--- src/rtl/hazard_pkg.sv ---
// Shared types and constants for the hazard scheduler: mult/div FSM states,
// stall_reason encoding and the mult/div counter width helper.
package hazard_pkg;

   typedef enum logic {
      IDLE = 1'b0,
      BUSY = 1'b1
   } md_state_e;

   localparam logic [1:0] NONE     = 2'd0;
   localparam logic [1:0] LOAD_USE = 2'd1;
   localparam logic [1:0] BRANCH   = 2'd2;
   localparam logic [1:0] HILO     = 2'd3;

   // Counter holds at most cycles-1, which always fits in $clog2(cycles) bits.
   function automatic int cnt_width(input int cycles);
      return (cycles < 2) ? 1 : $clog2(cycles);
   endfunction

endpackage

--- src/rtl/muldiv_seq.sv ---
// Mult/div sequencer: IDLE/BUSY FSM with a down-counter. busy is high for
// exactly CYCLES cycles following the start pulse.
module muldiv_seq
   import hazard_pkg::*;
#(
   parameter int CYCLES = 32
) (
   input  logic clk,
   input  logic reset,
   input  logic start,
   output logic busy
);

   localparam int            CW   = cnt_width(CYCLES);
   localparam logic [CW-1:0] LOAD = CW'(CYCLES - 1);

   md_state_e     state, state_nxt;
   logic [CW-1:0] cnt, cnt_nxt;

   always_ff @(posedge clk) begin
      if (!reset) begin
         state <= IDLE;
         cnt   <= '0;
      end else begin
         state <= state_nxt;
         cnt   <= cnt_nxt;
      end
   end

   always_comb begin
      state_nxt = state;
      cnt_nxt   = cnt;
      case (state)
         IDLE: if (start) begin
            state_nxt = BUSY;
            cnt_nxt   = LOAD;
         end
         BUSY: if (cnt == '0) state_nxt = IDLE;
               else           cnt_nxt   = cnt - CW'(1);
         default: state_nxt = IDLE;
      endcase
   end

   assign busy = (state == BUSY);

endmodule

--- src/rtl/hazard_ctrl.sv ---
// Pipeline hazard scheduler: load-use, ID-stage branch operand and HI/LO
// stalls, IF/ID flush on taken control transfers, mult/div issue, stall count.
module hazard_ctrl
   import hazard_pkg::*;
#(
   parameter int MULDIV_CYCLES = 32
) (
   input  logic        clk,
   input  logic        reset,
   input  logic [4:0]  id_rs_addr,
   input  logic [4:0]  id_rt_addr,
   input  logic        id_uses_rs,
   input  logic        id_uses_rt,
   input  logic        id_is_branch,
   input  logic        id_is_muldiv,
   input  logic        id_reads_hilo,
   input  logic        branch_taken,
   input  logic        jump,
   input  logic        id_ex_MemRead,
   input  logic        id_ex_RegWrite,
   input  logic [4:0]  id_ex_write_addr,
   input  logic        ex_mem_MemRead,
   input  logic [4:0]  ex_mem_write_addr,
   output logic        pc_write,
   output logic        if_id_write,
   output logic        if_id_flush,
   output logic        id_ex_bubble,
   output logic        muldiv_start,
   output logic        muldiv_busy,
   output logic [1:0]  stall_reason,
   output logic [31:0] stall_count
);

   logic        lu_hit, br_hit, hl_hit, stall;
   logic [31:0] stall_cnt_q;

   // $zero is never a real dependency.
   function automatic logic src_match(input logic [4:0] a, input logic [4:0] rs,
                                      input logic [4:0] rt, input logic urs,
                                      input logic urt);
      return (a != 5'd0) && ((a == rs && urs) || (a == rt && urt));
   endfunction

   assign lu_hit = id_ex_MemRead &&
                   src_match(id_ex_write_addr, id_rs_addr, id_rt_addr, id_uses_rs, id_uses_rt);
   assign br_hit = id_is_branch &&
                   ((id_ex_RegWrite &&
                     src_match(id_ex_write_addr, id_rs_addr, id_rt_addr, id_uses_rs, id_uses_rt)) ||
                    (ex_mem_MemRead &&
                     src_match(ex_mem_write_addr, id_rs_addr, id_rt_addr, id_uses_rs, id_uses_rt)));
   assign hl_hit = muldiv_busy && (id_is_muldiv || id_reads_hilo);
   assign stall  = reset && (lu_hit || br_hit || hl_hit);

   always_comb begin
      pc_write     = 1'b1;
      if_id_write  = 1'b1;
      if_id_flush  = 1'b0;
      id_ex_bubble = 1'b0;
      muldiv_start = 1'b0;
      stall_reason = NONE;
      if (reset) begin
         if (stall) begin
            pc_write     = 1'b0;
            if_id_write  = 1'b0;
            id_ex_bubble = 1'b1;
            if      (lu_hit) stall_reason = LOAD_USE;
            else if (br_hit) stall_reason = BRANCH;
            else             stall_reason = HILO;
         end else begin
            if_id_flush  = branch_taken || jump;
            muldiv_start = id_is_muldiv && !muldiv_busy;
         end
      end
   end

   muldiv_seq #(.CYCLES(MULDIV_CYCLES)) u_muldiv_seq (
      .clk   (clk),
      .reset (reset),
      .start (muldiv_start),
      .busy  (muldiv_busy)
   );

   always_ff @(posedge clk) begin
      if (!reset)
         stall_cnt_q <= '0;
      else if (stall && stall_cnt_q != 32'hFFFF_FFFF)
         stall_cnt_q <= stall_cnt_q + 32'd1;
   end

   assign stall_count = stall_cnt_q;

endmodule
--- config.mk ---
export PLATFORM = sky130hd
export DESIGN_NAME = hazard_ctrl
export DESIGN_NICKNAME = d
export VERILOG_FILES = /design/src/rtl/hazard_pkg.sv /design/src/rtl/muldiv_seq.sv /design/src/rtl/hazard_ctrl.sv
export SDC_FILE = /design/constraint.sdc
export NUM_CORES = 1
export LEC_CHECK = 0
export CAP_MARGIN = 20
export CORE_MARGIN = 4
export CORE_UTILIZATION = 48
export CTS_CLUSTER_DIAMETER = 100
export DETAILED_ROUTE_END_ITERATION = 10
export PLACE_DENSITY = 0.9
export SLEW_MARGIN = 20
export SYNTH_ARGS = -nofsm -noshare
export SYNTH_HDL_FRONTEND = slang
export SYNTH_SLANG_ARGS = --single-unit
--- constraint.sdc ---
create_clock -name clk -period 4.3 [get_ports clk]
set_input_delay 0.86 -clock clk [delete_from_list [all_inputs] [get_ports clk]]
set_output_delay 0.86 -clock clk [all_outputs]
set_load 0.005 [all_outputs]
## Word level (Yosys, flattened, before mapping)

Index checks and enable logic that the tools add are counted.

| word-level totals | value |
|---|---|
| register bits after elaboration | 38 |
| output and inout port bits | 40 |
| logic and storage cells | 57 |

| operators by class | value |
|---|---|
| add/sub/neg operators | 2 |
| equality and inequality tests | 7 |
| muxes and demuxes | 18 |
| bitwise gates (word level) | 1 |
| reductions and logical operators | 26 |

Operator list:

| kind | number |
|---|---|
| 32-bit by 1-bit adder with 32-bit output, second input constant | 1 |
| 32-bit inequality test, second input constant | 1 |
| 5-bit equality test | 4 |
| 1-bit logical AND | 14 |
| 1-bit two-way mux | 11 |
| 5-bit two-way mux | 2 |
| 5-bit case mux with 2 select lines | 1 |
| 5-bit nonzero test | 2 |
| 1-bit logical OR | 7 |
| 2-bit two-way mux | 3 |
| 5-bit zero test | 1 |
| 5-bit by 1-bit subtractor with 5-bit output, second input constant | 1 |
| 2-bit inequality test, second input constant | 2 |
| 1-bit case mux with 2 select lines | 1 |
| 2-bit AND reduction | 1 |
| 1-bit zero test | 1 |
| 1-bit NOT | 1 |

## Logic depth before layout (Yosys ltp)

Gate-level depths: netlist of run 1.

| depth | value |
|---|---|
| depth in word-level cells | 14 |
| gate-level depth with buffers | 9 |
| depth with buffers taken out | 8 |

## Cells and area by module

Synthesis of run 1 repeated with hierarchy kept, for this count alone.

| unflattened totals | value |
|---|---|
| cells, all modules | 292 |
| area total of the unflattened synthesis | 2,356.0 um2 |

Modules (own cells, without submodules):

| module | times used | cells an instance | area each (um2) | sequential area each (um2) |
|---|---|---|---|---|
| hazard_ctrl | 1 | 261 | 2,065.7 | 640.6 |
| muldiv_seq | 1 | 31 | 290.3 | 120.1 |

## Worst setup path before layout of run 1

Ideal clock, no wire load.

| timing | value |
|---|---|
| path kind | input port to output port |
| start point | input id_ex_write_addr[1] |
| end point | output pc_write |
| data arrival time | 2.422 ns |
| required time | 3.440 ns |
| slack | 1.018 ns |
| cell stages on the path | 6 |
| cell sequence | or4_1 -> o21ai_0 -> o211a_2 -> clkbuf_1 -> nand2b_1 -> buf_4 |

| on the way | value |
|---|---|
| longest elaborated chain between the ends | 12 |
| elaborated cells between the ends (all ways) | 16 |

RTL lines:

| what | line | RTL |
|---|---|---|
| start: declaration | hazard_ctrl.sv:21 | `input logic [4:0] id_ex_write_addr,` |
| 5-bit equality test | hazard_ctrl.sv:41 | `return (a != 5'd0) && ((a == rs && urs) \|\| (a == rt && urt));` |
| 1-bit logical AND | hazard_ctrl.sv:41 |  |
| 1-bit logical OR | hazard_ctrl.sv:41 |  |
| 1-bit logical AND * | hazard_ctrl.sv:41 |  |
| 1-bit logical AND | hazard_ctrl.sv:47 | `((id_ex_RegWrite &&` |
| 1-bit logical OR | hazard_ctrl.sv:48 | `src_match(id_ex_write_addr, id_rs_addr, id_rt_addr, id_uses_rs, id_uses_rt)) \|\|` |
| 1-bit logical AND | hazard_ctrl.sv:46 | `assign br_hit = id_is_branch &&` |
| 1-bit logical OR * (2 in series) | hazard_ctrl.sv:52 | `assign stall = reset && (lu_hit \|\| br_hit \|\| hl_hit);` |
| 1-bit logical AND * | hazard_ctrl.sv:52 |  |
| 1-bit two-way mux * (2 in series) | - |  |
| end: declaration | hazard_ctrl.sv:24 | `output logic pc_write,` |

Mark *: on every way between the ends. The rest lies on a longest branch, timed or not.

## Final worst setup path of run 1

| timing | value |
|---|---|
| start point | input id_rs_addr[1] |
| end point | output stall_reason[0] |

| on the way | value |
|---|---|
| longest elaborated chain between the ends | 12 |
| elaborated cells between the ends (all ways) | 20 |

RTL lines:

| what | line | RTL |
|---|---|---|
| start: declaration | hazard_ctrl.sv:10 | `input logic [4:0] id_rs_addr,` |
| 5-bit equality test | hazard_ctrl.sv:41 |  |
| 1-bit logical AND | hazard_ctrl.sv:41 |  |
| 1-bit logical OR | hazard_ctrl.sv:41 |  |
| 1-bit logical AND | hazard_ctrl.sv:41 |  |
| 1-bit logical AND (on tied branches) | hazard_ctrl.sv:47, hazard_ctrl.sv:49 |  |
| 1-bit logical OR | hazard_ctrl.sv:48 |  |
| 1-bit logical AND | hazard_ctrl.sv:46 |  |
| 1-bit logical OR (2 in series) | hazard_ctrl.sv:52 |  |
| 1-bit logical AND | hazard_ctrl.sv:52 |  |
| 2-bit two-way mux * | hazard_ctrl.sv:62 | `if (stall) begin` |
| 2-bit two-way mux * | hazard_ctrl.sv:61 | `if (reset) begin` |
| end: declaration | hazard_ctrl.sv:30 | `output logic [1:0] stall_reason,` |

Marked as above.

==> results of run 1 <==
==> synthesized netlist by cell type (all sizes together) (5+ instances only) <==
cell type	n
dfxtp	38
nand2	27
a21oi	23
or4	23
o31ai	17
nand3	16
clkbuf	14
xnor2	13
nand2b	11
o21ai	11
xor2	10
nor4	9
nand4	8
mux2i	7
buf	6
inv	6
and2	5
==> per-stage QoR <==
stage | worst slack, ns | cells
6_report | 0.154 | 416
3_5_place_dp | -0.0259 | 408
4_1_cts | 0.0661 | 416
5_1_grt | 0.0109 | 416
2_1_floorplan | 1.02 | 285
3_3_place_gp | 0.150 | 408
==> state kept, by name, summed over array words and instances, names as in the netlist <==
register and count:
u_muldiv_seq.busy 1, u_muldiv_seq.cnt 5, stall_count 32
==> cells by family after synthesis <==
logic type	synth area share, %
compound gates	18.5
xor+xnor	8.66
fa+ha+maj	1.61
buf+inv	4.68
flops	32.7
mux	3.01
simple gates	30.8
==> worst max-delay path: stages <==
cell and delay, ns:
clkdlybuf4s50_1 0.47, xor2_1 0.19, nor4_1 0.39, nand3_1 0.13, a21o_1 0.20, o211a_2 0.12
nand2b_1 0.22, a21oi_1 0.18, clkdlybuf4s50_1 0.52
==> report_power, final <==
group / total (mW) / leakage [nW] / internal, mW / switching (mW)
Combinational: 0.128 / 0.669 / 0.0660 / 0.0618
Sequential: 0.370 / 0.308 / 0.361 / 0.00893
Clock: 0.257 / 0.0482 / 0.129 / 0.128
==> layer usage <==
layer  wire [um]  up-vias
met5           0        -
met4         181        0
met3         485       19
met2        2960      107
met1        2470     1147
li1            -     1200
==> area by class of cell <==
class	count	area (um2)	area share [%]
multi-input cells	221	1460	46.0
inverters	6	22.5	0.711
flip-flops and latches	38	761	24.0
clock buffers	7	86.3	2.73
well taps	67	83.8	2.65
repair buffers	76	753	23.8
clock inverters	1	5.00	0.158
==> worst min path at each step <==
stage | start | end | slack [ns] | depth (start not counted)
final | stall_count[31] | stall_count[31] | 0.48 | 2
after global routing | stall_count[12] | stall_count[12] | 0.52 | 2
after CTS | stall_count[31] | stall_count[31] | 0.49 | 2
after detailed placement | stall_count[31] | stall_count[31] | 0.48 | 2
after global placement | stall_count[31] | stall_count[31] | 0.47 | 2
after floorplan | stall_count[16] | stall_count[16] | 0.47 | 2
==> timing repair <==
| action | 4_1_cts | 5_1_grt |
|---|---|---|
| hold endpoints to repair | 0 | 0 |
| gates resized for setup | 1 | 2 |
| pin swaps | 0 | 2 |
| endpoints found under the setup margin | 1 | 1 |
==> impl_metrics.py, run 1 <==
metrics = {
    "sta": {
        "rsz0062_at_grt": "no",
        "whs_ns": 0.483,
        "maxSlewViolCount": 0,
        "period_share_pct": 96.4,
        "setup_viol": 0,
        "fin_crit_ns": 4.15,
        "max-slew-margin-rel_pct": 46.2,
        "hold_viol_final": 0,
        "fin_skew_ns": 0.00510,
        "fmax_mhz": 241,
        "setup-tns-final_ns": 0,
        "worstMarginPinSlew_ns": 0.807,
    },
    "global_routing": {
        "grt_most_used_layer": "met2",
        "overflow": 0,
        "use_met1_pct": 23.2,
        "grt_pass1_vias": 2300,
        "grt_pass1_wl_um": 10100,
        "grt_max_degree": 58,
        "met3_usage_pct": 5.34,
        "met2_usage_pct": 34.7,
        "antenna_found_initial": 0,
        "track_usage_pct": 20.2,
    },
    "final_layout": {
        "diodes": 0,
        "n_fill_cell": 386,
        "final_area_um2": 3170,
        "final_common_cell": "clkdlybuf4s50_1",
        "final_cell_mix": "clkdlybuf4s50_1 (69), dfxtp_1 (38), nand2_1 (26)",
        "area_growth_pct": 36.2,
        "drive_above_1_share_pct": 5.44,
        "final_nets": 383,
        "final_util_pct": 67.1,
    },
    "worst_hold_path": {
        "hold_path_class": "register to register",
    },
    "die": {
        "core.rowCount": 25,
        "start_util_pct": 49.2,
        "die_h_um": 77.6,
        "die_x_um": 77.6,
        "die-area_um2": 6020,
        "pin_count": 72,
        "core_area_um2": 4720,
    },
    "placement": {
        "dpl-instance-area_um2": 3070,
        "place.gp.congestion": 0.818,
        "hpwl_um": 4460,
        "port_buffers": 71,
    },
    "power_and_ir_drop": {
        "leakage_nw": 1.03,
        "ir_worst_vdd_uv": 168,
        "powerDensity_nw_per_um2": 238,
        "fin_total_pwr_mw": 0.755,
    },
    "cts": {
        "clk_pin_slew_worst_paths_ns": 0.07,
        "cts_tree": "built",
        "hold_buffers": 0,
        "cts_max_path_buffers": 2,
        "worst_skew_pair.late_latency_ns": 0.29,
        "htreeDepth": 2,
        "cts-buffers-inserted": 5,
        "cts-root-buf": "clkbuf_8",
        "clock-sinks": 38,
        "cts_setup_buffers": 0,
    },
    "critical_path": {
        "reg2reg_slack_ns": 1.53,
        "crit_path_start_kind": "input port",
        "worstSetupEndpointType": "output port",
        "cp-startpoint": "id_rs_addr[1]",
        "crit_path_end": "stall_reason[0]",
        "cp.arrival_ns": 3.29,
        "timing.rr.end": "stall_count[24]",
        "crit_required_ns": 3.44,
        "rr_worst_depth": 8,
        "crit_type": "input port to output port",
        "rr_startpoint": "stall_count[2]",
        "cp_max_fo": 5,
    },
    "drt": {
        "wire_per_inst_um": 14.7,
        "drcViolationCount": 0,
        "via_count": 2473,
        "ant_nets": 0,
        "first_pass_iters": 4,
        "wl_um": 6100,
        "viasPerCell": 5.94,
        "drt_iter0_drc": 152,
    },
    "synth": {
        "synth_top_area_share_pct": 32.7,
        "synthCells": 285,
        "synth_edf_count": 0,
        "synth_flop_cell": "dfxtp_1",
        "yosysTopAreaCell": "dfxtp_1",
        "syn_area_um2": 2330,
        "synth-async-reset-ratio_pct": 0,
        "ys_ff_latch": 38,
        "postSynthAreaPerCell_um2": 8.16,
        "yosys-top-cells-area": "dfxtp_1 (33%), or4_1 (7.1%), o31ai_1 (5.5%)",
        "syn-num-nets": 320,
        "yosysSeqAreaShare_pct": 32.7,
        "yosysWarnings": 0,
        "synth.distinct_cells": 45,
    },
    "outcome": {
        "status": "completed",
    },
    "run": {
        "maxCapViolCount": 0,
    },
}
(Power assumes the default switching activity.)
==> run 2, diff against run 1 <==
PLACE_DENSITY = 0.92   (was 0.9)
TNS_END_PERCENT = 50   (was not set)
==> run 2 against run 1 <==
Against the previous run: cell count shrank 0.24%; die area is the same; flip-flop and latch count is the same; via count shrank 2.9%; routed wire length shrank 0.66%; fmax shrank 0.75%; cell area grew 1.2%; worst hold slack gained 0.011 ns; clock-buffer cell count shrank 1; combinational power is essentially flat; non-clock buffer count shrank 1; critical path type unchanged; largest power group is now the clock network.
==> impl_metrics.py, run 2 (synthesis results as in run 1) <==
metrics = {
    "placement": {
        "dpl-instance-area_um2": 3060,
        "hpwl_um": 4400,
        "place.gp.congestion": 0.813,
        "port_buffers": 71,
        "dp.cells": 407,
    },
    "final_layout": {
        "drive_above_1_share_pct": 5.46,
        "largest_reg_flops": 32,
        "final_nets": 382,
        "n_fill_cell": 390,
        "fin_cells": 415,
        "seq_area_um2": 761,
        "final_cell_mix": "clkdlybuf4s50_1 (71), dfxtp_1 (38), nand2_1 (26)",
        "multiInputGateArea_um2": 1460,
        "final_area_um2": 3210,
        "diodes": 0,
        "final_common_cell": "clkdlybuf4s50_1",
        "area_growth_pct": 37.9,
    },
    "critical_path": {
        "crit_path_start_kind": "input port",
        "crit_type": "input port to output port",
        "cp_slowest_stage_delay_ns": 0.55,
        "rr_worst_depth": 7,
        "worstSetupEndpointType": "output port",
        "cp_max_fo": 3,
        "crit_family": "buffers and inverters",
        "path_cells": "clkdlybuf4s50_1, or4_1, o211ai_1, a21o_1, o211ai_1, or3b_1, inv_1, clkdlybuf4s50_1",
        "cp_slowest_cell": "or4_1",
        "cp.arrival_ns": 3.32,
        "crit_required_ns": 3.44,
        "timing.critical_path.buf_inv": 3,
        "worst-path-stages": 8,
    },
    "drt": {
        "first_pass_iters": 4,
        "drcViolationCount": 0,
        "viasPerCell": 5.79,
        "wl_um": 6060,
        "wire_per_inst_um": 14.6,
        "via_count": 2402,
        "drt_iter0_drc": 193,
        "ant_nets": 0,
    },
    "global_routing": {
        "grt_pass1_wl_um": 10400,
        "use_met1_pct": 23.6,
        "grt_most_used_layer": "met2",
        "grt_max_degree": 58,
        "antenna_found_initial": 0,
        "track_usage_pct": 20.5,
        "overflow": 0,
        "met3_usage_pct": 5.68,
        "grt_pass1_vias": 2344,
        "met2_usage_pct": 37.5,
    },
    "power_and_ir_drop": {
        "sequentialPowerShare_pct": 42.4,
        "ir_worst_vdd_uv": 145,
        "pwr-share-comb_pct": 14.4,
        "p_sw_mw": 0.198,
        "leakage_nw": 1.02,
        "p_int_mw": 0.674,
        "swShare_pct": 22.7,
        "powerDensity_nw_per_um2": 272,
        "clock_power_share_pct": 43.2,
    },
    "sta": {
        "fin_skew_ns": 0.00670,
        "period_share_pct": 97.2,
        "max-slew-margin-rel_pct": 42.4,
        "worstMarginPinSlew_ns": 0.865,
        "hold_viol_final": 0,
        "setup_viol": 0,
        "maxSlewViolCount": 0,
        "rsz0062_at_grt": "no",
        "fmax_mhz": 239,
        "fin_crit_ns": 4.18,
        "setup-tns-final_ns": 0,
    },
    "die": {
        "core_area_um2": 4720,
        "die-area_um2": 6020,
        "start_util_pct": 49.2,
        "die_x_um": 77.6,
        "core.rowCount": 25,
        "pin_count": 72,
        "die_h_um": 77.6,
    },
    "cts": {
        "worst_skew_pair.late_latency_ns": 0.29,
        "cts-buffers-inserted": 5,
        "cts_max_path_buffers": 2,
        "clk_pin_slew_worst_paths_ns": 0.08,
        "cts-root-buf": "clkbuf_8",
        "htreeDepth": 2,
        "hold_buffers": 0,
        "clock-sinks": 38,
        "cts_tree": "built",
    },
    "worst_hold_path": {
        "min_path_cells": 2,
        "hold_path_class": "register to register",
    },
    "run": {
        "maxCapViolCount": 0,
    },
    "outcome": {
        "status": "completed",
    },
}
## run 2: per-stage QoR
stage	setup slack, ns	util (%)	hold WS, ns	total power, mW
after CTS	0.0508	67.9	0.499	0.878
final	0.122	67.9	0.494	0.873
after global placement	0.128	64.9	0.473	0.499
after detailed placement	0.0582	64.9	0.485	0.504
after floorplan	1.02	-	0.467	0.441
after global routing	0.0213	67.9	0.525	0.908
## run 2: final cells by class
cell class	instances	share of cell area, %
sequential	38	23.7
inverter	6	0.702
clock buffer	6	2.58
clock inverter	2	1.87
timing repair buffer	75	23.1
multi-input combinational	221	45.4
tap	67	2.61
## run 2: layer usage
metal	vias to the layer above	routed length, um
met3	4	487
met2	81	3110
met1	1117	2430
li1	1200	-
met5	-	0
met4	0	33
## run 2: path summary, 6_finish.rpt
path / slack (ns) / start / to
min: 0.49 / stall_count[31] / stall_count[31]
min reg2reg: 0.49 / stall_count[31] / stall_count[31]
max: 0.12 / ex_mem_write_addr[1] / muldiv_start
max reg2reg: 1.48 / stall_count[13] / stall_count[23]
## run 2: power by group through the flow
stage | sequential [mW] | clock, mW | combinational, mW
final | 0.370 | 0.377 | 0.126
after global routing | 0.371 | 0.398 | 0.140
after CTS | 0.370 | 0.382 | 0.127
after detailed placement | 0.378 | 0 | 0.126
after global placement | 0.378 | 0 | 0.121
after floorplan | 0.376 | 0 | 0.0647
## run 2: what timing repair did
action / in CTS / in global routing
endpoints found under the hold margin: 0 / 0
endpoints found under the setup margin: 0 / 1
gates resized for setup: 0 / 1
setup buffers: 0 / 0
## run 2: worst min-delay path: stages (launching register included)
cell     delay, ns
dfxtp_1       0.33
nand2_1       0.06
mux2i_1       0.06
==> run 3, diff against run 2 <==
CAP_MARGIN = 40   (was 20)
CORE_MARGIN = not set   (was 4)
==> run 3 against run 2 <==
Against the previous run: power is 7.3% lower; routed wire length is 4.7% lower; clock power is 17% lower; combinational power hardly changed; critical endpoint unchanged; largest power group is now registers.
==> impl_metrics.py, run 3 (synthesis results as in run 1) <==
metrics = {
    "outcome": {
        "status": "completed",
    },
    "cts": {
        "htreeDepth": 2,
        "clock-sinks": 38,
        "cts_tree": "built",
        "cts_max_path_buffers": 2,
        "clk_pin_slew_worst_paths_ns": 0.07,
        "cts-buffers-inserted": 5,
        "worst_skew_pair.late_latency_ns": 0.30,
        "cts-root-buf": "clkbuf_8",
    },
    "final_layout": {
        "largest_reg_flops": 32,
        "seq_area_um2": 761,
        "area_growth_pct": 35.8,
        "fin_cells": 399,
        "final_nets": 382,
        "final_area_um2": 3160,
        "final_cell_mix": "clkdlybuf4s50_1 (71), dfxtp_1 (38), nand2_1 (26)",
        "multiInputGateArea_um2": 1460,
        "n_fill_cell": 358,
        "drive_above_1_share_pct": 5.19,
        "diodes": 0,
        "final_common_cell": "clkdlybuf4s50_1",
    },
    "sta": {
        "setup-tns-final_ns": 0,
        "setup_viol": 0,
        "fin_crit_ns": 4.16,
        "fin_skew_ns": 0.00757,
        "worstMarginPinSlew_ns": 0.809,
        "max-slew-margin-rel_pct": 46.0,
        "maxSlewViolCount": 0,
        "worst_slack_ns": 0.138,
        "rsz0062_at_grt": "no",
        "fmax_mhz": 240,
        "hold_viol_final": 0,
        "period_share_pct": 96.8,
    },
    "drt": {
        "drt_iter0_drc": 157,
        "viasPerCell": 6.06,
        "maxUsedRoutingLayer": "met4",
        "ant_nets": 0,
        "drcViolationCount": 0,
        "wire_per_inst_um": 14.5,
        "wl_met2_um": 2800,
        "wl_um": 5780,
        "first_pass_iters": 4,
        "wl_met3_um": 428,
        "via_count": 2418,
        "drt-met1-wl_um": 2440,
    },
    "die": {
        "core.rowCount": 24,
        "start_util_pct": 51.6,
        "core_area_um2": 4500,
        "pin_count": 72,
        "die_h_um": 71.6,
        "die_x_um": 71.6,
        "die-area_um2": 5130,
    },
    "power_and_ir_drop": {
        "powerDensity_nw_per_um2": 256,
        "leakage_nw": 1.01,
        "ir_worst_vdd_uv": 194,
    },
    "global_routing": {
        "antenna_found_initial": 0,
        "overflow": 0,
        "grt_max_degree": 58,
        "grt_pass1_vias": 2233,
        "grt_pass1_wl_um": 9630,
        "track_usage_pct": 23.7,
    },
    "placement": {
        "dp.cells": 392,
        "place.gp.congestion": 0.783,
        "dpl-instance-area_um2": 3050,
        "hpwl_um": 4180,
        "port_buffers": 71,
        "pre_cts_ws_ns": 0.0688,
    },
    "worst_hold_path": {
        "min_path_cells": 2,
        "hold_path_class": "register to register",
    },
    "critical_path": {
        "cp_max_fo": 3,
        "crit_type": "input port to output port",
        "rr_worst_depth": 7,
        "cp.arrival_ns": 3.30,
        "crit_required_ns": 3.44,
        "crit_path_start_kind": "input port",
        "worstSetupEndpointType": "output port",
    },
    "run": {
        "maxCapViolCount": 0,
    },
}
==> run 3: cell types whose count changed in the layout (fill, tap and decap cells not counted) <==
cell and change:
bufinv_16 -1
==> run 3: repair_timing <==
item,4_1_cts,5_1_grt
buffers inserted,0,0
gates resized for setup,0,1
endpoints found under the setup margin,0,1
hold buffers,0,0
==> run 3: routing by layer <==
layer  vias to the layer above  track usage [%]
met4                         0             10.9
li1                       1198                -
met3                        11             6.61
met2                        83             40.4
met1                      1126             27.7
met5                         -                0
==> run 3: power breakdown <==
group	leakage, nW	total, mW	switching, mW	internal [mW]
sequential	0.308	0.370	0.00911	0.361
clock	0.0573	0.314	0.128	0.186
combinational	0.640	0.125	0.0594	0.0656
==> run 3: area by class of cell <==
type | instances | area share (%)
Timing Repair Buffer | 75 | 23.5
Inverter | 6 | 0.713
Multi-Input combinational cell | 221 | 46.1
Clock inverter | 1 | 0.951
Clock buffer | 6 | 2.61
Sequential cell | 38 | 24.1
Tap cell | 52 | 2.06
==> run 3: critical path, stage by stage <==
cell and delay [ns]:
clkdlybuf4s50_1 0.47, or4_1 0.56, o211ai_1 0.18, a21o_1 0.14, o211ai_1 0.10, or3b_1 0.40
inv_1 0.08, clkdlybuf4s50_1 0.51
==> run 3: worst paths after layout <==
path                                   endpoint                  from  slack, ns
worst min register to register  stall_count[31]       stall_count[31]       0.49
worst max register to register  stall_count[23]       stall_count[13]       1.58
worst max-delay path               muldiv_start  ex_mem_write_addr[1]       0.14
worst min-delay path            stall_count[31]       stall_count[31]       0.49
==> run 3: through the flow <==
stage	power (mW)	hold WS, ns	util [%]
6_report	0.809	0.486	70.1
5_1_grt	0.843	0.500	70.1
4_1_cts	0.814	0.491	70.1
3_5_place_dp	0.503	0.480	67.6
3_3_place_gp	0.499	0.472	67.6
2_1_floorplan	0.441	0.467	-
